**config.mk**
```make
export PLATFORM = sky130hd
export DESIGN_NAME = alu_share_arbiter_flat
export DESIGN_NICKNAME = d
export VERILOG_FILES = /design/src/rtl/alu_share_arbiter_if.sv /design/src/rtl/alu_share_arbiter.sv /design/src/flat_wrapper.sv
export SDC_FILE = /design/constraint.sdc
export NUM_CORES = 1
export LEC_CHECK = 0
export ABC_AREA = 1
export CAP_MARGIN = 20
export CELL_PAD_IN_SITES_DETAIL_PLACEMENT = 0
export CELL_PAD_IN_SITES_GLOBAL_PLACEMENT = 2
export CORE_MARGIN = 2
export CORE_UTILIZATION = 19
export CTS_BUF_LIST = sky130_fd_sc_hd__clkbuf_8
export CTS_CLUSTER_DIAMETER = 40
export DETAILED_ROUTE_END_ITERATION = 16
export PLACE_DENSITY_LB_ADDON = 0.1
export SLEW_MARGIN = 20
export SYNTH_ARGS = -nofsm -noshare
export SYNTH_HDL_FRONTEND = slang
export SYNTH_SLANG_ARGS = --single-unit
```
**constraint.sdc**
```tcl
create_clock -name clk -period 6 [get_ports clk]
set_input_delay 1.2 -clock clk [delete_from_list [all_inputs] [get_ports clk]]
set_output_delay 1.2 -clock clk [all_outputs]
set_load 0.05 [all_outputs]
```
**src/rtl/alu_share_arbiter_if.sv**
```systemverilog
// Signal bundle for alu_share_arbiter: both request channels, the shared response and the ALU hookup.
// slave is the arbiter's view; master is the requesters' and ALU's view.
interface alu_share_arbiter_if #(
    parameter int WIDTH = 32,
    parameter int CNT_W = 16
);
    // requester 0
    logic             req0_valid;
    logic             req0_ready;
    logic [WIDTH-1:0] req0_a;
    logic [WIDTH-1:0] req0_b;
    logic [2:0]       req0_f;
    logic             req0_branch;
    logic [2:0]       req0_bc;
    logic             resp0_valid;
    logic             resp0_ready;

    // requester 1
    logic             req1_valid;
    logic             req1_ready;
    logic [WIDTH-1:0] req1_a;
    logic [WIDTH-1:0] req1_b;
    logic [2:0]       req1_f;
    logic             req1_branch;
    logic [2:0]       req1_bc;
    logic             resp1_valid;
    logic             resp1_ready;

    // shared response
    logic [WIDTH-1:0] resp_y;
    logic             resp_zero;
    logic             resp_cout;

    // ALU datapath
    logic [WIDTH-1:0] alu_a;
    logic [WIDTH-1:0] alu_b;
    logic [2:0]       alu_f;
    logic             alu_branch;
    logic [2:0]       alu_bc;
    logic [WIDTH-1:0] alu_y;
    logic             alu_zero;
    logic             alu_cout;

    // status
    logic             busy;
    logic [CNT_W-1:0] op_count;

    modport slave (
        input  req0_valid, req0_a, req0_b, req0_f, req0_branch, req0_bc, resp0_ready,
        input  req1_valid, req1_a, req1_b, req1_f, req1_branch, req1_bc, resp1_ready,
        output req0_ready, resp0_valid, req1_ready, resp1_valid,
        output resp_y, resp_zero, resp_cout,
        output alu_a, alu_b, alu_f, alu_branch, alu_bc,
        input  alu_y, alu_zero, alu_cout,
        output busy, op_count
    );

    modport master (
        output req0_valid, req0_a, req0_b, req0_f, req0_branch, req0_bc, resp0_ready,
        output req1_valid, req1_a, req1_b, req1_f, req1_branch, req1_bc, resp1_ready,
        input  req0_ready, resp0_valid, req1_ready, resp1_valid,
        input  resp_y, resp_zero, resp_cout,
        input  alu_a, alu_b, alu_f, alu_branch, alu_bc,
        output alu_y, alu_zero, alu_cout,
        input  busy, op_count
    );
endinterface

```
**src/rtl/alu_share_arbiter.sv**
```systemverilog
// Round-robin sequencer sharing one combinational ALU between two requesters.
// Each operation runs IDLE (accept) -> EXEC (ALU, register to register) -> RESP (return handshake).
module alu_share_arbiter #(
    parameter int WIDTH = 32,
    parameter int CNT_W = 16
) (
    input logic                clk,
    input logic                reset,
    alu_share_arbiter_if.slave bus
);

    typedef enum logic [1:0] {
        IDLE = 2'd0,
        EXEC = 2'd1,
        RESP = 2'd2
    } state_t;

    state_t state;
    state_t state_nxt;

    // operand registers feeding the ALU
    logic [WIDTH-1:0] op_a;
    logic [WIDTH-1:0] op_b;
    logic [2:0]       op_f;
    logic             op_branch;
    logic [2:0]       op_bc;

    // ownership and fairness
    logic             owner;
    logic             last_grant;

    // result registers and counter
    logic [WIDTH-1:0] res_y;
    logic             res_zero;
    logic             res_cout;
    logic [CNT_W-1:0] count;

    logic             grant_id;
    logic             accept;
    logic             resp_done;

    always_comb begin
        // NOTE: every signal written here gets a default first, so no path leaves it unassigned and no latch is inferred.
        state_nxt = state;
        grant_id  = 1'b0;
        accept    = 1'b0;
        resp_done = 1'b0;

        // On a tie the requester not served last wins; a lone requester always wins.
        if (bus.req0_valid && bus.req1_valid) begin
            grant_id = ~last_grant;
        end else begin
            grant_id = bus.req1_valid;
        end

        case (state)
            IDLE: begin
                if ((bus.req0_valid || bus.req1_valid) && !reset) begin
                    accept    = 1'b1;
                    state_nxt = EXEC;
                end
            end
            EXEC: begin
                state_nxt = RESP;
            end
            RESP: begin
                resp_done = owner ? bus.resp1_ready : bus.resp0_ready;
                if (resp_done) begin
                    state_nxt = IDLE;
                end
            end
            default: begin
                state_nxt = IDLE;
            end
        endcase
    end

    // NOTE: sequential state uses non-blocking assignments so every register samples pre-edge values.
    always_ff @(posedge clk or posedge reset) begin
        if (reset) begin
            state <= IDLE;
        end else begin
            state <= state_nxt;
        end
    end

    always_ff @(posedge clk or posedge reset) begin
        if (reset) begin
            op_a       <= '0;
            op_b       <= '0;
            op_f       <= 3'd0;
            op_branch  <= 1'b0;
            op_bc      <= 3'd0;
            owner      <= 1'b0;
            last_grant <= 1'b1;
        end else if (accept) begin
            op_a       <= grant_id ? bus.req1_a      : bus.req0_a;
            op_b       <= grant_id ? bus.req1_b      : bus.req0_b;
            op_f       <= grant_id ? bus.req1_f      : bus.req0_f;
            op_branch  <= grant_id ? bus.req1_branch : bus.req0_branch;
            op_bc      <= grant_id ? bus.req1_bc     : bus.req0_bc;
            owner      <= grant_id;
            last_grant <= grant_id;
        end
    end

    // Results are captured only at the end of EXEC and stay frozen through RESP.
    always_ff @(posedge clk or posedge reset) begin
        if (reset) begin
            res_y    <= '0;
            res_zero <= 1'b0;
            res_cout <= 1'b0;
            count    <= '0;
        end else if (state == EXEC) begin
            res_y    <= bus.alu_y;
            res_zero <= bus.alu_zero;
            res_cout <= bus.alu_cout;
            count    <= count + CNT_W'(1);
        end
    end

    // Ready is gated by reset so nothing is offered while reset is held.
    assign bus.req0_ready  = accept && !grant_id;
    assign bus.req1_ready  = accept &&  grant_id;
    assign bus.resp0_valid = (state == RESP) && !owner;
    assign bus.resp1_valid = (state == RESP) &&  owner;

    assign bus.resp_y      = res_y;
    assign bus.resp_zero   = res_zero;
    assign bus.resp_cout   = res_cout;

    assign bus.alu_a       = op_a;
    assign bus.alu_b       = op_b;
    assign bus.alu_f       = op_f;
    assign bus.alu_branch  = op_branch;
    assign bus.alu_bc      = op_bc;

    assign bus.busy        = (state != IDLE);
    assign bus.op_count    = count;

endmodule

```
**src/flat_wrapper.sv**
```systemverilog
// flat-port wrapper written by rule: the top's interface ports become plain ports
module alu_share_arbiter_flat 
#(
    parameter int WIDTH = 32,
    parameter int CNT_W = 16
)
  (clk, reset, bus_req0_valid, bus_req0_a, bus_req0_b, bus_req0_f, bus_req0_branch, bus_req0_bc, bus_resp0_ready, bus_req1_valid, bus_req1_a, bus_req1_b, bus_req1_f, bus_req1_branch, bus_req1_bc, bus_resp1_ready, bus_req0_ready, bus_resp0_valid, bus_req1_ready, bus_resp1_valid, bus_resp_y, bus_resp_zero, bus_resp_cout, bus_alu_a, bus_alu_b, bus_alu_f, bus_alu_branch, bus_alu_bc, bus_alu_y, bus_alu_zero, bus_alu_cout, bus_busy, bus_op_count);
  alu_share_arbiter_if #(.WIDTH(WIDTH), .CNT_W(CNT_W)) bus_i ();
  input logic clk;
  input logic reset;
  input wire logic [$bits(bus_i.req0_valid)-1:0] bus_req0_valid;
  input wire logic [$bits(bus_i.req0_a)-1:0] bus_req0_a;
  input wire logic [$bits(bus_i.req0_b)-1:0] bus_req0_b;
  input wire logic [$bits(bus_i.req0_f)-1:0] bus_req0_f;
  input wire logic [$bits(bus_i.req0_branch)-1:0] bus_req0_branch;
  input wire logic [$bits(bus_i.req0_bc)-1:0] bus_req0_bc;
  input wire logic [$bits(bus_i.resp0_ready)-1:0] bus_resp0_ready;
  input wire logic [$bits(bus_i.req1_valid)-1:0] bus_req1_valid;
  input wire logic [$bits(bus_i.req1_a)-1:0] bus_req1_a;
  input wire logic [$bits(bus_i.req1_b)-1:0] bus_req1_b;
  input wire logic [$bits(bus_i.req1_f)-1:0] bus_req1_f;
  input wire logic [$bits(bus_i.req1_branch)-1:0] bus_req1_branch;
  input wire logic [$bits(bus_i.req1_bc)-1:0] bus_req1_bc;
  input wire logic [$bits(bus_i.resp1_ready)-1:0] bus_resp1_ready;
  output wire logic [$bits(bus_i.req0_ready)-1:0] bus_req0_ready;
  output wire logic [$bits(bus_i.resp0_valid)-1:0] bus_resp0_valid;
  output wire logic [$bits(bus_i.req1_ready)-1:0] bus_req1_ready;
  output wire logic [$bits(bus_i.resp1_valid)-1:0] bus_resp1_valid;
  output wire logic [$bits(bus_i.resp_y)-1:0] bus_resp_y;
  output wire logic [$bits(bus_i.resp_zero)-1:0] bus_resp_zero;
  output wire logic [$bits(bus_i.resp_cout)-1:0] bus_resp_cout;
  output wire logic [$bits(bus_i.alu_a)-1:0] bus_alu_a;
  output wire logic [$bits(bus_i.alu_b)-1:0] bus_alu_b;
  output wire logic [$bits(bus_i.alu_f)-1:0] bus_alu_f;
  output wire logic [$bits(bus_i.alu_branch)-1:0] bus_alu_branch;
  output wire logic [$bits(bus_i.alu_bc)-1:0] bus_alu_bc;
  input wire logic [$bits(bus_i.alu_y)-1:0] bus_alu_y;
  input wire logic [$bits(bus_i.alu_zero)-1:0] bus_alu_zero;
  input wire logic [$bits(bus_i.alu_cout)-1:0] bus_alu_cout;
  output wire logic [$bits(bus_i.busy)-1:0] bus_busy;
  output wire logic [$bits(bus_i.op_count)-1:0] bus_op_count;
  assign bus_i.req0_valid = bus_req0_valid;
  assign bus_i.req0_a = bus_req0_a;
  assign bus_i.req0_b = bus_req0_b;
  assign bus_i.req0_f = bus_req0_f;
  assign bus_i.req0_branch = bus_req0_branch;
  assign bus_i.req0_bc = bus_req0_bc;
  assign bus_i.resp0_ready = bus_resp0_ready;
  assign bus_i.req1_valid = bus_req1_valid;
  assign bus_i.req1_a = bus_req1_a;
  assign bus_i.req1_b = bus_req1_b;
  assign bus_i.req1_f = bus_req1_f;
  assign bus_i.req1_branch = bus_req1_branch;
  assign bus_i.req1_bc = bus_req1_bc;
  assign bus_i.resp1_ready = bus_resp1_ready;
  assign bus_req0_ready = bus_i.req0_ready;
  assign bus_resp0_valid = bus_i.resp0_valid;
  assign bus_req1_ready = bus_i.req1_ready;
  assign bus_resp1_valid = bus_i.resp1_valid;
  assign bus_resp_y = bus_i.resp_y;
  assign bus_resp_zero = bus_i.resp_zero;
  assign bus_resp_cout = bus_i.resp_cout;
  assign bus_alu_a = bus_i.alu_a;
  assign bus_alu_b = bus_i.alu_b;
  assign bus_alu_f = bus_i.alu_f;
  assign bus_alu_branch = bus_i.alu_branch;
  assign bus_alu_bc = bus_i.alu_bc;
  assign bus_i.alu_y = bus_alu_y;
  assign bus_i.alu_zero = bus_alu_zero;
  assign bus_i.alu_cout = bus_alu_cout;
  assign bus_busy = bus_i.busy;
  assign bus_op_count = bus_i.op_count;
  alu_share_arbiter #(.WIDTH(WIDTH), .CNT_W(CNT_W)) u_core (.clk(clk), .reset(reset), .bus(bus_i));
endmodule
```
# Yosys cells after proc, flatten, opt, wreduce, memory -nomap -nowiden
# Index checks and enable logic that the tools add are counted.
dict set report word_totals {
  inputBits 182
  output_inout_bits 126
  wordCells 43
  regBits 125
}
dict set report op_classes {
  n_reduce_logical 13
  eq_ne 4
  n_bitwise 1
  addsub 1
  n_mux 12
}
# cell n
set op_table {}
lappend op_table {{$mux W32} 2}
lappend op_table {{$add A16 B1 Y16 const B} 1}
lappend op_table {{$logic_and A1 B1 Y1} 6}
lappend op_table {{$mux W3} 2}
lappend op_table {{$pmux W2 S3} 1}
lappend op_table {{$mux W1} 5}
lappend op_table {{$mux W2} 2}
lappend op_table {{$ne A2 B1 Y1 const B} 2}
lappend op_table {{$logic_not A1 Y1} 3}
lappend op_table {{$eq A2 B1 Y1 const B} 1}
lappend op_table {{$eq A2 B2 Y1 const B} 1}
lappend op_table {{$logic_not A2 Y1} 1}
lappend op_table {{$reduce_and A2 Y1} 1}
lappend op_table {{$reduce_bool A2 Y1} 1}
lappend op_table {{$logic_or A1 B1 Y1} 1}
lappend op_table {{$not A1 Y1} 1}

# Depth between registers and ports, before layout
# Gate-level depths: netlist (run 1).
dict set report logic_depth {
  depth_word 5
  depth_mapped 8
  mapped_depth_nobuf 8
}

# Worst setup path before layout (run 1)
# No wires, ideal clock.
dict set report synth_timing {
  path_type {in2out}
  startpoint {input port reset}
  endpoint {output port bus_req0_ready}
  t_arrival_ps 5368
  required_time_ps 4800
  path_stages 6
  path_slack_ps -568
  n_path_buf 1
  cell_sequence {inv_1 -> o21ai_1 -> nor2_4 -> inv_2 -> buf_2 -> nor2_1}
}
dict set report synth_via {
  elab_chain_cells 5
}
# item line
set synth_rtl {}
lappend synth_rtl {{from (decl)} flat_wrapper.sv:10} ;# input logic reset;
lappend synth_rtl {{$logic_not A1 Y1} alu_share_arbiter.sv:58} ;# if ((bus.req0_valid || bus.req1_valid) && !reset) begin
lappend synth_rtl {{$logic_and A1 B1 Y1} alu_share_arbiter.sv:58}
lappend synth_rtl {{$mux W1} alu_share_arbiter.sv:58}
lappend synth_rtl {{$mux W1} alu_share_arbiter.sv:56} ;# case (state)
lappend synth_rtl {{$logic_and A1 B1 Y1} alu_share_arbiter.sv:123} ;# assign bus.req0_ready = accept && !grant_id;
lappend synth_rtl {{to (decl)} flat_wrapper.sv:25} ;# output wire logic [$bits(bus_i.req0_ready)-1:0] bus_req0_ready;
# No other way between the ends.

# Worst setup path after layout (run 1)
dict set report layout_timing {
  startpoint {input port reset}
  endpoint {output port bus_req1_ready}
}
dict set report layout_via {
  elab_chain_cells 5
}
# item line
set layout_rtl {}
lappend layout_rtl {{$logic_not A1 Y1} alu_share_arbiter.sv:58}
lappend layout_rtl {{$logic_and A1 B1 Y1} alu_share_arbiter.sv:58}
lappend layout_rtl {{$mux W1} alu_share_arbiter.sv:58}
lappend layout_rtl {{$mux W1} alu_share_arbiter.sv:56}
lappend layout_rtl {{$logic_and A1 B1 Y1} alu_share_arbiter.sv:124} ;# assign bus.req1_ready = accept && grant_id;
lappend layout_rtl {{to (decl)} flat_wrapper.sv:27} ;# output wire logic [$bits(bus_i.req1_ready)-1:0] bus_req1_ready;
# No other way between the ends.

==> results.rst, run 1 <==
.. list-table::
   :header-rows: 1

   * - Metric
     - Value
   * - Overall die area
     - 32000 um^2
   * - Number of standard cells after synthesis
     - 797
   * - Share of the yosys chip area belonging to registers
     - 0.538
   * - Status
     - complete, no violations
   * - Final count of negative-setup-slack endpoints
     - 0
   * - Post-route clock period utilization
     - 0.610
   * - Wire length of the first global-routing pass
     - 34000 um
   * - Source of the critical timing path
     - reset
   * - Seq cells post-synth
     - 125
   * - Maxcap violations
     - 0
   * - Worst hold path cell count
     - 2
   * - Horizontal die dimension
     - 179 um
   * - CTS tree
     - yes
   * - Distinct cell type count after synthesis
     - 23
   * - Leading cell types in the layout, fill and taps excluded
     - nand2_1, clkdlybuf4s50_1, dfrtp_1
   * - Crit path launch type
     - primary input
   * - Highest clock rate
     - 0.273 GHz
   * - Antenna violations before repair
     - 2
   * - Clock period minus worst slack
     - 3.66 ns
   * - Total clock sinks
     - 125
   * - Insertion delay to the later sink of the worst-skew pair
     - 0.43 ns
   * - Startpoint of the lowest-slack hold path
     - u_core.bus.alu_bc[2]$_DFFE_PP0N_
   * - Total standard cell area after synthesis
     - 5820 um^2
   * - Core outline area
     - 30300 um^2
   * - Clock Tree Root
     - clkbuf_8
   * - # fillers
     - 3290
   * - CTS H-tree depth
     - 4
   * - Router iterations before antenna repair
     - 6
   * - End point of the worst hold path
     - u_core.bus.alu_bc[2]$_DFFE_PP0N_
   * - Power density over cell area
     - 537 nW/um^2
   * - Layout cells sized above 1
     - 0.0478
   * - Worst Path Class, Setup
     - primary input to output pin
   * - Clock transition at the register clock pins on the worst setup and hold paths after CTS
     - 0.07 ns
   * - Clock skew after layout
     - 0.0162 ns
   * - Number of global-route vias before repair
     - 5942
   * - Type of destination of the critical path
     - output pin
   * - Logic depth of the worst register-to-register path
     - 9
   * - Largest driver fanout on the critical path
     - 3
   * - Mean instance size in the synthesized netlist
     - 7.30 um^2
   * - Capture instance of the worst register-to-register path
     - u_core.bus.op_count[15]$_DFFE_PP0N_
   * - Post-cts gate resize count
     - 0
   * - Headroom to the max-slew limit
     - 0.404
   * - Non-filler cells, final
     - 1505
   * - Placed cell count
     - 1472
   * - DR vias
     - 5783
   * - Count of final max-slew check failures
     - 0
   * - Row count
     - 64
   * - Count of boundary I/O pins
     - 308
   * - Final HPWL from detailed placement
     - 15300 um
   * - Height of the die
     - 179 um
   * - Post-CTS setup buffer count
     - 0
   * - GRT overflow
     - 0
   * - Worst IR Drop VDD
     - 0.139 mV
   * - Sum of negative setup slack
     - 0 ns
   * - Arrival time at the worst endpoint
     - 2.46 ns
   * - Effective utilization at floorplan
     - 0.192
   * - Count of hold buffers inserted by post-cts repair
     - 0
   * - Final routed DRC violation total
     - 0
   * - Overall track demand over capacity in global routing
     - 0.142
   * - Hold crit path type
     - register to register
   * - Setup repair after global routing missed its margin
     - false
   * - Average detailed-routed wire length per instance
     - 14.8 um
   * - DRC violation total after the first TritonRoute iteration
     - 191
   * - Buffers on Ports
     - 307
   * - Final Hold Viols
     - 0
   * - Weighted congestion at the end of routability-driven global placement
     - 0.715
   * - CP Data Required Time
     - 4.80 ns
   * - Post-detailed-route via-to-cell ratio
     - 3.84
   * - Routed wire length
     - 22300 um
   * - Buffer depth of the longest clock path
     - 2
   * - Leak Pwr
     - 0.00478 uW
   * - Launch instance of the worst register-to-register path
     - u_core.state[1]$_DFFE_PP0P_
   * - Most common library cell in the layout ignoring fill and taps
     - nand2_1
   * - Slew at the pin closest to its max-slew limit
     - 0.894 ns
   * - Reg2reg setup slack
     - 3.95 ns
   * - Detail Route Antenna Nets
     - 0
   * - Area delta synth->final
     - 66.8%
   * - Yosys warning total
     - 0
   * - TritonCTS Buffers
     - 17
   * - Pin count of the biggest net entering global routing
     - 74
   * - Total nets after synthesis
     - 980
   * - Post-layout nets
     - 1278
where the power goes:
group	total, uW	switching, uW	internal, uW
registers	1420	207	1210
logic	2970	2030	943
clock network	814	397	417
per-stage QoR:
stage          instance area [um^2]  utilization  power [uW]  setup WS, ns  hold slack [ns]
5_1_grt                        9700        0.320        5540          2.22            0.497
3_3_place_gp                   9280        0.306        4470          2.28            0.461
3_5_place_dp                   9280        0.306        4460          2.29            0.464
4_1_cts                        9700        0.319        5310          2.29            0.484
6_report                       9700        0.320        5210          2.34            0.479
2_1_floorplan                  5820            -        3310         0.779            0.443
routing by layer:
layer / part of all wire / up-vias / global-route usage
li1: - / 2983 / -
met1: 0.40 / 2616 / 0.160
met2: 0.50 / 169 / 0.244
met3: 0.087 / 15 / 0.0583
met4: 0.015 / 0 / 0.0427
met5: 0 / - / 0
Yosys cell counts:
| master | number | area share |
|---|---|---|
| o21bai_1 | 1 | 0.0013 |
| inv_1 | 17 | 0.011 |
| buf_4 | 7 | 0.0090 |
| nand2_2 | 2 | 0.0022 |
| ha_1 | 1 | 0.0022 |
| clkinv_1 | 1 | 0.00064 |
| nand3b_1 | 2 | 0.0026 |
| clkbuf_1 | 1 | 0.00064 |
| nor2_2 | 2 | 0.0022 |
| dfrtp_1 | 124 | 0.53 |
| nor2_1 | 14 | 0.0090 |
| buf_1 | 3 | 0.0019 |
| inv_2 | 4 | 0.0026 |
| dfstp_2 | 1 | 0.0045 |
| xor2_1 | 3 | 0.0045 |
| o21ai_1 | 2 | 0.0017 |
| nand3_1 | 6 | 0.0052 |
| nand2_1 | 566 | 0.37 |
| buf_2 | 25 | 0.022 |
| xnor2_1 | 6 | 0.0090 |
| o21ai_0 | 5 | 0.0043 |
| nand4_1 | 3 | 0.0032 |
| nor2_4 | 1 | 0.0019 |
cell type report:
| type | instances | area [um^2] | share of cell area |
|---|---|---|---|
| well taps | 396 | 495 | 0.0511 |
| repair buffers | 315 | 3150 | 0.325 |
| inverters | 22 | 86.3 | 0.00890 |
| diodes | 1 | 2.50 | 0.000258 |
| clock inverters | 15 | 186 | 0.0192 |
| clock buffers | 17 | 234 | 0.0241 |
| flip-flops and latches | 125 | 3130 | 0.323 |
| multi-input cells | 614 | 2410 | 0.249 |
state kept, by name (all words and copies together), names as in the netlist:
| name | flops |
|---|---|
| u_core.bus.resp_zero | 1 |
| u_core.bus.resp_y | 32 |
| u_core.bus.op_count | 16 |
| u_core.bus.resp_cout | 1 |
| u_core.bus.alu_f | 3 |
| u_core.owner | 1 |
| u_core.state | 2 |
| u_core.last_grant | 1 |
| u_core.bus.alu_b | 32 |
| u_core.bus.alu_bc | 3 |
| u_core.bus.alu_branch | 1 |
| u_core.bus.alu_a | 32 |
how the worst max path moves through the flow:
| stage | endpoint |
|---|---|
| final | bus_req1_ready |
| after global routing | bus_req1_ready |
| after CTS | bus_req1_ready |
| after detailed placement | bus_req1_ready |
| after global placement | bus_req1_ready |
| after floorplan | bus_req0_ready |
worst max-delay path, stage by stage:
cell,delay [ns]
clkdlybuf4s50_1,0.51
clkinvlp_4,0.19
o21ai_1,0.18
nor2_4,0.06
nand2_1,0.10
inv_1,0.08
buf_12,0.15
cell families after synthesis:
group,share of synthesized area
AOI/OAI and AO/OA,0.00731
and+or+nand+nor,0.392
adders and majority gates,0.00215
DFF,0.538
xor gates and xnor gates,0.0136
buffers and inverters,0.0473
(Power assumes the default switching activity.)
==> run 2, diff against run 1 <==
Clock period 6 ns to 3.1 ns, I/O delays scaled along.
==> run 2 against run 1 <==
  * Largest power group unchanged
  * Count of clock-buffer cells in the layout is 1 higher
  * Utilization is 0.11 points higher
  * Highest routed layer unchanged
  * Critical endpoint unchanged
  * Clock power is 86% higher
  * Die area stayed put
==> results.rst, run 2 (same netlist as run 1, synthesis figures left out) <==
.. list-table::
   :header-rows: 1

   * - Metric
     - Value
   * - Final Hold Viols
     - 0
   * - Type of destination of the critical path
     - output pin
   * - Effective utilization at floorplan
     - 0.192
   * - Overall die area
     - 32000 um^2
   * - Worst IR Drop VDD
     - 0.304 mV
   * - CTS H-tree depth
     - 4
   * - Post-route clock period utilization
     - 0.849
   * - Buffers on Ports
     - 307
   * - Height of the die
     - 179 um
   * - Hold crit path type
     - register to register
   * - Clock Tree Root
     - clkbuf_8
   * - Crit path launch type
     - primary input
   * - Wire length of the first global-routing pass
     - 33600 um
   * - Buffer depth of the longest clock path
     - 2
   * - Count of boundary I/O pins
     - 308
   * - Leading cell types in the layout, fill and taps excluded
     - nand2_1, clkdlybuf4s50_1, dfrtp_1
   * - Most common library cell in the layout ignoring fill and taps
     - nand2_1
   * - Library cell contributing the largest single delay on the critical path
     - clkdlybuf4s50_1
   * - Clock skew after layout
     - 0.0193 ns
   * - Post-layout nets
     - 1278
   * - Final count of negative-setup-slack endpoints
     - 0
   * - Core outline area
     - 30300 um^2
   * - Average detailed-routed wire length per instance
     - 14.6 um
   * - Crit path largest cell delay
     - 0.62 ns
   * - Final critical-path setup slack
     - 0.469 ns
   * - Largest driver fanout on the critical path
     - 4
   * - Psw
     - 5110 uW
   * - Worst Path Class, Setup
     - primary input to output pin
   * - TritonCTS Buffers
     - 17
   * - Headroom to the max-slew limit
     - 0.442
   * - # fillers
     - 3273
   * - Overall track demand over capacity in global routing
     - 0.138
   * - Cell-internal power
     - 4940 uW
   * - Number of global-route vias before repair
     - 5952
   * - Combinational power share
     - 0.575
   * - Routed wire length
     - 22000 um
   * - Net Sw Frac
     - 0.508
   * - Maxcap violations
     - 0
   * - Clock power share
     - 0.150
   * - Pin count of the biggest net entering global routing
     - 126
   * - DRC violation total after the first TritonRoute iteration
     - 297
   * - Overall power after layout
     - 10000 uW
   * - Count of hold buffers inserted by post-cts repair
     - 0
   * - Layout cells sized above 1
     - 0.0505
   * - Clock period minus worst slack
     - 2.63 ns
   * - Arrival time at the worst endpoint
     - 2.01 ns
   * - Weighted congestion at the end of routability-driven global placement
     - 0.699
   * - Sequential group share of total power
     - 0.275
   * - Slew at the pin closest to its max-slew limit
     - 0.838 ns
   * - Leak Pwr
     - 0.00478 uW
   * - Router iterations before antenna repair
     - 4
   * - Worst setup slack before clock tree synthesis
     - 0.419 ns
   * - Final routed DRC violation total
     - 0
   * - Total inserted antenna cells
     - 0
   * - Setup repair after global routing missed its margin
     - false
   * - CTS tree
     - yes
   * - Count of final max-slew check failures
     - 0
   * - Post-detailed-route via-to-cell ratio
     - 3.86
   * - CP Cell Sequence
     - clkdlybuf4s50_1 -> clkinvlp_4 -> o21ai_1 -> nor2_4 -> nand2_4 -> clkinvlp_4 -> buf_12
   * - Clock transition at the register clock pins on the worst setup and hold paths after CTS
     - 0.09 ns
   * - GRT overflow
     - 0
   * - Final HPWL from detailed placement
     - 15200 um
   * - Horizontal die dimension
     - 179 um
   * - Antenna violations before repair
     - 0
   * - DR vias
     - 5799
   * - Area delta synth->final
     - 67.3%
   * - Row count
     - 64
   * - Post-CTS setup buffer count
     - 0
   * - CP Data Required Time
     - 2.48 ns
   * - Detail Route Antenna Nets
     - 0
   * - Reg2reg setup slack
     - 1.29 ns
   * - Status
     - complete, no violations
   * - Post-cts gate resize count
     - 0
   * - Insertion delay to the later sink of the worst-skew pair
     - 0.44 ns
   * - Power density over cell area
     - 1030 nW/um^2
   * - Total clock sinks
     - 125
   * - Highest clock rate
     - 0.380 GHz
   * - Library cell appearing most often on the critical path
     - clkinvlp_4
[run 2: cell count changes in the layout (fill, tap and decap cells not counted), sizes merged]
cell      before  now
clkbuf        17   18
clkinvlp       2    3
bufinv         3    2
inv           23   24
clkinv         9    7
diode          1    0
[run 2: power by group through the flow]
stage | Combinational [uW] | Sequential, uW | Clock [uW]
6_report | 5780 | 2760 | 1510
5_1_grt | 6170 | 2860 | 1670
4_1_cts | 5900 | 2770 | 1610
3_5_place_dp | 5890 | 2780 | 0
3_3_place_gp | 5900 | 2780 | 0
2_1_floorplan | 1230 | 5200 | 0
[run 2: layout make-up]
type | count | area [um^2] | area share
clock buffer | 18 | 248 | 0.0255
sequential | 125 | 3130 | 0.322
clock inverter | 14 | 156 | 0.0161
tap | 396 | 495 | 0.0509
timing repair buffer | 315 | 3190 | 0.328
inverter | 22 | 90.1 | 0.00926
multi-input combinational | 614 | 2420 | 0.249
[run 2: path summary, 6_finish.rpt]
check	cells past startpoint	to	from
worst min-delay path	2	u_core.last_grant$_DFFE_PP1N_	u_core.last_grant$_DFFE_PP1N_
max in group asynchronous	3	u_core.bus.alu_b[18]$_DFFE_PP0N_	reset
min in group asynchronous	3	u_core.bus.resp_y[9]$_DFFE_PP0N_	reset
worst max-delay path	7	bus_req1_ready	reset
worst min register to register	2	u_core.last_grant$_DFFE_PP1N_	u_core.last_grant$_DFFE_PP1N_
worst max register to register	7	u_core.bus.alu_b[13]$_DFFE_PP0N_	u_core.last_grant$_DFFE_PP1N_
[run 2: critical path, delay by kind of cell]
family | cells | cell delay (ns)
AOI/OAI and AO/OA | 1 | 0.16
buffers and inverters | 4 | 1.05
and+or+nand+nor | 2 | 0.16
[run 2: stage by stage]
step,hold WS (ns),std cells,TNS [ns],utilization,area [um^2]
final,0.469,1504,0,0.321,9730
after global routing,0.495,1504,0,0.321,9730
after CTS,0.471,1504,0,0.321,9730
after detailed placement,0.458,1472,0,0.307,9330
after global placement,0.456,1472,0,0.307,9330
after floorplan,0.442,797,-26.78,-,5840
[run 2: metal layers]
| layer | vias up | part of all wire | GRT usage | routed length (um) |
|---|---|---|---|---|
| met2 | 170 | 0.48 | 0.234 | 10500 |
| met3 | 8 | 0.091 | 0.0570 | 1990 |
| met5 | - | 0 | 0 | 0 |
| li1 | 2974 | - | - | - |
| met1 | 2647 | 0.42 | 0.163 | 9300 |
| met4 | 0 | 0.0063 | 0.0315 | 138 |
==> run 3, diff against run 2 <==
Clock period 3.1 ns to 2.2 ns, I/O delays scaled along.
==> run 3 against run 2 <==
  * Power rose by 45%
  * Routed wire length rose by 1.3%
  * Clock skew fell by 0.0012 ns
  * Critical path type unchanged
  * Largest cell class unchanged
  * Highest routed layer unchanged
==> results.rst, run 3 (same netlist as run 1, synthesis figures left out) <==
.. list-table::
   :header-rows: 1

   * - Metric
     - Value
   * - Sum of negative setup slack
     - 0 ns
   * - Met2 WL
     - 10700 um
   * - Antenna violations before repair
     - 0
   * - Post-CTS setup buffer count
     - 0
   * - Highest routing layer actually used
     - met4
   * - Non-filler cells, final
     - 1510
   * - Core outline area
     - 30300 um^2
   * - Overall power after layout
     - 14600 uW
   * - Wire length of the first global-routing pass
     - 33500 um
   * - Crit path launch type
     - primary input
   * - Type of destination of the critical path
     - output pin
   * - Final routed DRC violation total
     - 0
   * - Clock period minus worst slack
     - 2.11 ns
   * - Status
     - complete, no violations
   * - Setup repair after global routing missed its margin
     - false
   * - Capture instance of the worst register-to-register path
     - u_core.bus.alu_b[18]$_DFFE_PP0N_
   * - Area delta synth->final
     - 70.1%
   * - Router iterations before antenna repair
     - 4
   * - Slew at the pin closest to its max-slew limit
     - 0.688 ns
   * - Number of global-route vias before repair
     - 5845
   * - CP Cell Sequence
     - clkdlybuf4s50_1 -> clkinvlp_4 -> o21ai_2 -> nor2_4 -> inv_2 -> nor2_4 -> buf_12
   * - Buffering stage count on the worst path with inverters included
     - 4
   * - Count of boundary I/O pins
     - 308
   * - Family with the most delay on the worst path
     - buffers and inverters
   * - DR vias
     - 5742
   * - Worst hold path cell count
     - 2
   * - Buffer depth of the longest clock path
     - 2
   * - Effective utilization at floorplan
     - 0.192
   * - Leading cell types in the layout, fill and taps excluded
     - nand2_1, clkdlybuf4s50_1, dfrtp_1
   * - Clock transition at the register clock pins on the worst setup and hold paths after CTS
     - 0.07 ns
   * - Count of final max-slew check failures
     - 0
   * - Logic depth of the worst register-to-register path
     - 6
   * - Power density over cell area
     - 1470 nW/um^2
   * - Insertion delay to the later sink of the worst-skew pair
     - 0.44 ns
   * - Clock Tree Root
     - clkbuf_8
   * - Worst IR Drop VDD
     - 0.402 mV
   * - Horizontal die dimension
     - 179 um
   * - Routed wl met3
     - 2000 um
   * - CTS tree
     - yes
   * - Buffers on Ports
     - 307
   * - Length of routed wiring on met1
     - 9390 um
   * - Pin count of the biggest net entering global routing
     - 112
   * - Headroom to the max-slew limit
     - 0.541
   * - Worst Path Class, Setup
     - primary input to output pin
   * - TritonCTS Buffers
     - 17
   * - Final HPWL from detailed placement
     - 15600 um
   * - Maxcap violations
     - 0
   * - Routed wire length
     - 22300 um
   * - CTS H-tree depth
     - 4
   * - Reg2reg setup slack
     - 0.74 ns
   * - Finished layout cell area
     - 9890 um^2
   * - Overall die area
     - 32000 um^2
   * - Total inserted antenna cells
     - 0
   * - Post-route clock period utilization
     - 0.959
   * - GRT overflow
     - 0
   * - Total clock sinks
     - 125
   * - Library cell contributing the largest single delay on the critical path
     - clkdlybuf4s50_1
   * - Startpoint of the lowest-slack hold path
     - u_core.last_grant$_DFFE_PP1N_
   * - Highest clock rate
     - 0.474 GHz
   * - Most common library cell in the layout ignoring fill and taps
     - nand2_1
   * - Weighted congestion at the end of routability-driven global placement
     - 0.703
   * - Placed cell count
     - 1478
   * - Post-layout nets
     - 1284
   * - CP Data Required Time
     - 1.76 ns
   * - Post-detailed-route via-to-cell ratio
     - 3.80
   * - Detail Route Antenna Nets
     - 0
   * - Final Hold Viols
     - 0
   * - Placed standard-cell area
     - 9380 um^2
   * - Final count of negative-setup-slack endpoints
     - 0
   * - Overall track demand over capacity in global routing
     - 0.140
   * - End point of the worst hold path
     - u_core.last_grant$_DFFE_PP1N_
   * - Launch instance of the worst register-to-register path
     - u_core.state[1]$_DFFE_PP0P_
   * - Average detailed-routed wire length per instance
     - 14.7 um
   * - Largest driver fanout on the critical path
     - 4
   * - Leak Pwr
     - 0.00507 uW
   * - Worst setup slack before clock tree synthesis
     - 0.0134 ns
   * - Hold crit path type
     - register to register
   * - Layout cells sized above 1
     - 0.0592
   * - Height of the die
     - 179 um
   * - Row count
     - 64
   * - Clock skew after layout
     - 0.0181 ns
   * - DRC violation total after the first TritonRoute iteration
     - 246
   * - Arrival time at the worst endpoint
     - 1.67 ns
   * - Library cell appearing most often on the critical path
     - nor2_4
   * - Crit path largest cell delay
     - 0.47 ns
   * - Final critical-path setup slack
     - 0.0899 ns
## run 3: cell count changes in the layout (fill, tap and decap cells not counted), sizes merged
cell,previous run,this run
clkbuf,18,20
bufinv,2,5
buf,10,19
clkdlybuf4s50,305,288
dlymetal6s2s,0,12
inv,24,22
clkinv,7,4
dlygate4sd2,0,2
## run 3: metal layers
metal | vias up | track usage
li1 | 2989 | -
met1 | 2578 | 0.167
met2 | 168 | 0.232
met3 | 7 | 0.0583
met4 | 0 | 0.0339
met5 | - | 0
## run 3: area by class of cell
type	count	area, um^2
Fill cell	3261	20500
Timing Repair Buffer	321	3270
Sequential cell	125	3130
Multi-Input combinational cell	614	2430
Tap cell	396	495
Clock buffer	20	275
Clock inverter	12	206
Inverter	22	90.1
## run 3: worst register-to-register path, cell delays in order, from the launching register on
cell and delay [ns]:
dfrtp_1 0.39, nor2_1 0.13, inv_2 0.07, nor2_4 0.15, buf_4 0.45, nand2_1 0.14, nand2_1 0.07
## run 3: worst max path at each step
stage	start	end	depth (start not counted)
global route	u_core.bus.alu_a[25]$_DFFE_PP0N_	bus_alu_a[25]	1
floorplan	reset	bus_req1_ready	6
global placement	reset	bus_req1_ready	7
detailed placement	reset	bus_req1_ready	7
CTS	u_core.bus.op_count[3]$_DFFE_PP0N_	bus_op_count[3]	1
finish	reset	bus_req0_ready	7
## run 3: repair_timing
action                     4_1_cts  5_1_grt
setup endpoints to repair        2       14
pin swaps                        0        1
gates resized for setup          2       14
gates cloned                     0        0
hold buffers                     0        0
## run 3: where the power goes
| group | internal, uW | switching [uW] |
|---|---|---|
| Sequential | 3310 | 567 |
| Clock | 1460 | 1050 |
| Combinational | 2620 | 5580 |
## run 3: per-stage QoR
stage,hold WS [ns],util
finish,0.465,0.326
CTS,0.467,0.325
detailed placement,0.455,0.309
floorplan,0.442,-
global placement,0.453,0.309
global route,0.493,0.326
==> edit (flow settings as in run 3) <==
`WIDTH` is set to 32 in 3 places; all go to 64.
--- a/src/rtl/alu_share_arbiter_if.sv
+++ b/src/rtl/alu_share_arbiter_if.sv
@@ -2,5 +2,5 @@
 // slave is the arbiter's view; master is the requesters' and ALU's view.
 interface alu_share_arbiter_if #(
-    parameter int WIDTH = 32,
+    parameter int WIDTH = 64,
     parameter int CNT_W = 16
 );
--- a/src/rtl/alu_share_arbiter.sv
+++ b/src/rtl/alu_share_arbiter.sv
@@ -2,5 +2,5 @@
 // Each operation runs IDLE (accept) -> EXEC (ALU, register to register) -> RESP (return handshake).
 module alu_share_arbiter #(
-    parameter int WIDTH = 32,
+    parameter int WIDTH = 64,
     parameter int CNT_W = 16
 ) (
--- a/src/flat_wrapper.sv
+++ b/src/flat_wrapper.sv
@@ -2,5 +2,5 @@
 module alu_share_arbiter_flat 
 #(
-    parameter int WIDTH = 32,
+    parameter int WIDTH = 64,
     parameter int CNT_W = 16
 )
Ports: changed (8 resized); port bits go from 308 to 564. The function was not compared with the original's and may differ.
==> edit against run 3 <==
Setup slack about the same. Sequential cell count increased by 96. Wire length increased by 120%. Combinational power increased by 76%. Critical path depth decreased by 1. Clock skew increased by 1.7 ps. Final area increased by 80%. Cell count increased by 81%. Total power increased by 85%. Sequential power increased by 79%. Worst hold slack got worse by 120 ps. Maximum frequency about the same. Clock power increased by 120%. Area after synthesis increased by 75%. Critical path type is now flip-flop to output port. Critical endpoint is now bus_req1_ready. Largest cell class unchanged.
==> edit: results (changes against run 3) <==
critPathTopFamily: "flip-flops"  # was buffers and inverters
grt_max_degree: 114  # was 112
syn-num-nets: 1752  # was 980
synth-compound-area-share: 0.00319  # was 0.00731
first_global_vias: 11000  # was 5,845
crit_path_max_incr_delay_ps: 540  # was 470 ps
hpwl_um: 35700  # was 15,600 µm
via_per_inst: 3.91  # was 3.80
cts.clk_slew.worst_paths_ps: 60
worst_clock_skew_ps: 19.8  # was 18.1 ps
antenna_found_initial: 11  # was 0
p_leak_nw: 9.52  # was 5.07 nW
hold_class: "input pin to flip-flop"  # was flip-flop to flip-flop
drtIter0Drc: 523  # was 246
gr-usage-all-layers: 0.171  # was 0.140
netlist_top_cells_area: "dfrtp_1, nand2_1, buf_2"  # unchanged
cts-root-buf: "clkbuf_8"  # unchanged
drive_above_1_share: 0.0844  # was 0.0592
max_slew.worst_pin.slew_ps: 767  # was 688 ps
synth_seq_area_share: 0.542  # was 0.538
ir_worst_vdd_uv: 710  # was 402 µV
synthMuxAreaShare: 0  # unchanged
gp_routability_congestion: 0.768  # was 0.703
cts_inserted_buffers: 55  # was 17
dpl_cell_area_um2: 16700  # was 9380 µm²
htreeDepth: 2  # was 4
yosys-top-cells-count: "nand2_1, dfrtp_1, buf_2"  # unchanged
ys_types: 22  # was 23
ctsLongestPathBuffers: 3  # was 2
fin_setup_tns_ps: 0  # unchanged
critPathSlowestCell: "dfstp_2"  # was clkdlybuf4s50_1
grt_pass1_wl_um: 71800  # was 33,500 µm
nFillCells: 5724  # was 3,261
port_buffers: 563  # was 307
synth-xor-area-share: 0.00773  # was 0.0136
first_pass_iters: 6  # was 4
worstPathMaxFanout: 4  # unchanged
num_rows: 84  # was 64
synth_fa_ha_area_frac: 0.00123  # was 0.00215
clk_latency_ps: 620  # was 440 ps
routed_wl_um: 48200  # was 22,300 µm
status: "finished, final reports clean"  # unchanged
fin_nets: 2335  # was 1,284
edit: changes by cell type after synthesis, moves of 3 or more:
cell | run 3 | this run
buf_1 | 3 | 7
buf_2 | 25 | 47
buf_4 | 7 | 11
clkbuf_1 | 1 | 8
dfrtp_1 | 124 | 220
inv_1 | 17 | 14
nand2_1 | 566 | 1051
edit: worst paths after layout:
kind / from / endpoint / slack [ps] / cells after the start
hold / removal: bus_alu_y[30] / u_core.bus.resp_y[30] / 350 / 3
max in group asynchronous: reset / u_core.bus.resp_y[23] / 1110 / 4
setup reg to reg: u_core.last_grant / u_core.bus.alu_b[45] / 470 / 8
min in group asynchronous: reset / u_core.bus.alu_b[28] / 450 / 4
setup / recovery: u_core.last_grant / bus_req1_ready / 90 / 6
hold reg to reg: u_core.bus.alu_b[8] / u_core.bus.alu_b[8] / 470 / 2
edit: cell families (layout without fill, tap and decap cells):
kind of cell | after synthesis | in the layout
adders and majority gates | 1 | 1
other | 0 | 7
DFF | 221 | 221
and+or+nand+nor | 1081 | 1081
AOI/OAI and AO/OA | 6 | 6
buffers and inverters | 91 | 719
xor gates and xnor gates | 9 | 9
edit: layer usage:
layer	GRT usage	part of all wire	vias up	wire length, µm
li1	-	-	5403	-
met1	0.197	0.40	4881	19200
met2	0.295	0.50	318	24000
met3	0.0592	0.078	75	3740
met4	0.0585	0.024	10	1160
met5	0	0.0013	-	64
edit: where the power goes:
group | switching (mW) | internal [mW] | leakage, nW | total (mW)
combinational | 10.6 | 3.74 | 6.08 | 14.4
clock | 2.19 | 3.45 | 0.666 | 5.64
sequential | 0.996 | 5.95 | 2.77 | 6.94
total | 13.8 | 13.1 | 9.52 | 27.0
edit: repair_timing:
action	in CTS	in global routing
pin swaps	3	1
gates resized for setup	197	2
buffers inserted	9	1
setup endpoints to repair	197	3
cloned	0	0
edit: final cells by class:
| cell class | instances | area share |
|---|---|---|
| timing repair buffer | 599 | 0.325 |
| sequential | 221 | 0.311 |
| antenna | 7 | 0.000986 |
| clock inverter | 39 | 0.0211 |
| inverter | 18 | 0.00479 |
| multi-input combinational | 1097 | 0.239 |
| tap | 688 | 0.0484 |
| clock buffer | 63 | 0.0488 |
edit: through the flow:
| stage | power [mW] | instances | util | hold slack [ps] | worst slack (ps) |
|---|---|---|---|---|---|
| 6_report | 27.0 | 2732 | 0.336 | 347 | 89.6 |
| 3_3_place_gp | 22.8 | 2613 | 0.315 | 453 | 139 |
| 4_1_cts | 27.5 | 2724 | 0.336 | 264 | 8.47 |
| 2_1_floorplan | 16.5 | 1409 | - | 442 | -2990 |
| 3_5_place_dp | 22.8 | 2613 | 0.315 | 463 | 61.3 |
| 5_1_grt | 28.6 | 2730 | 0.336 | 307 | -28.8 |
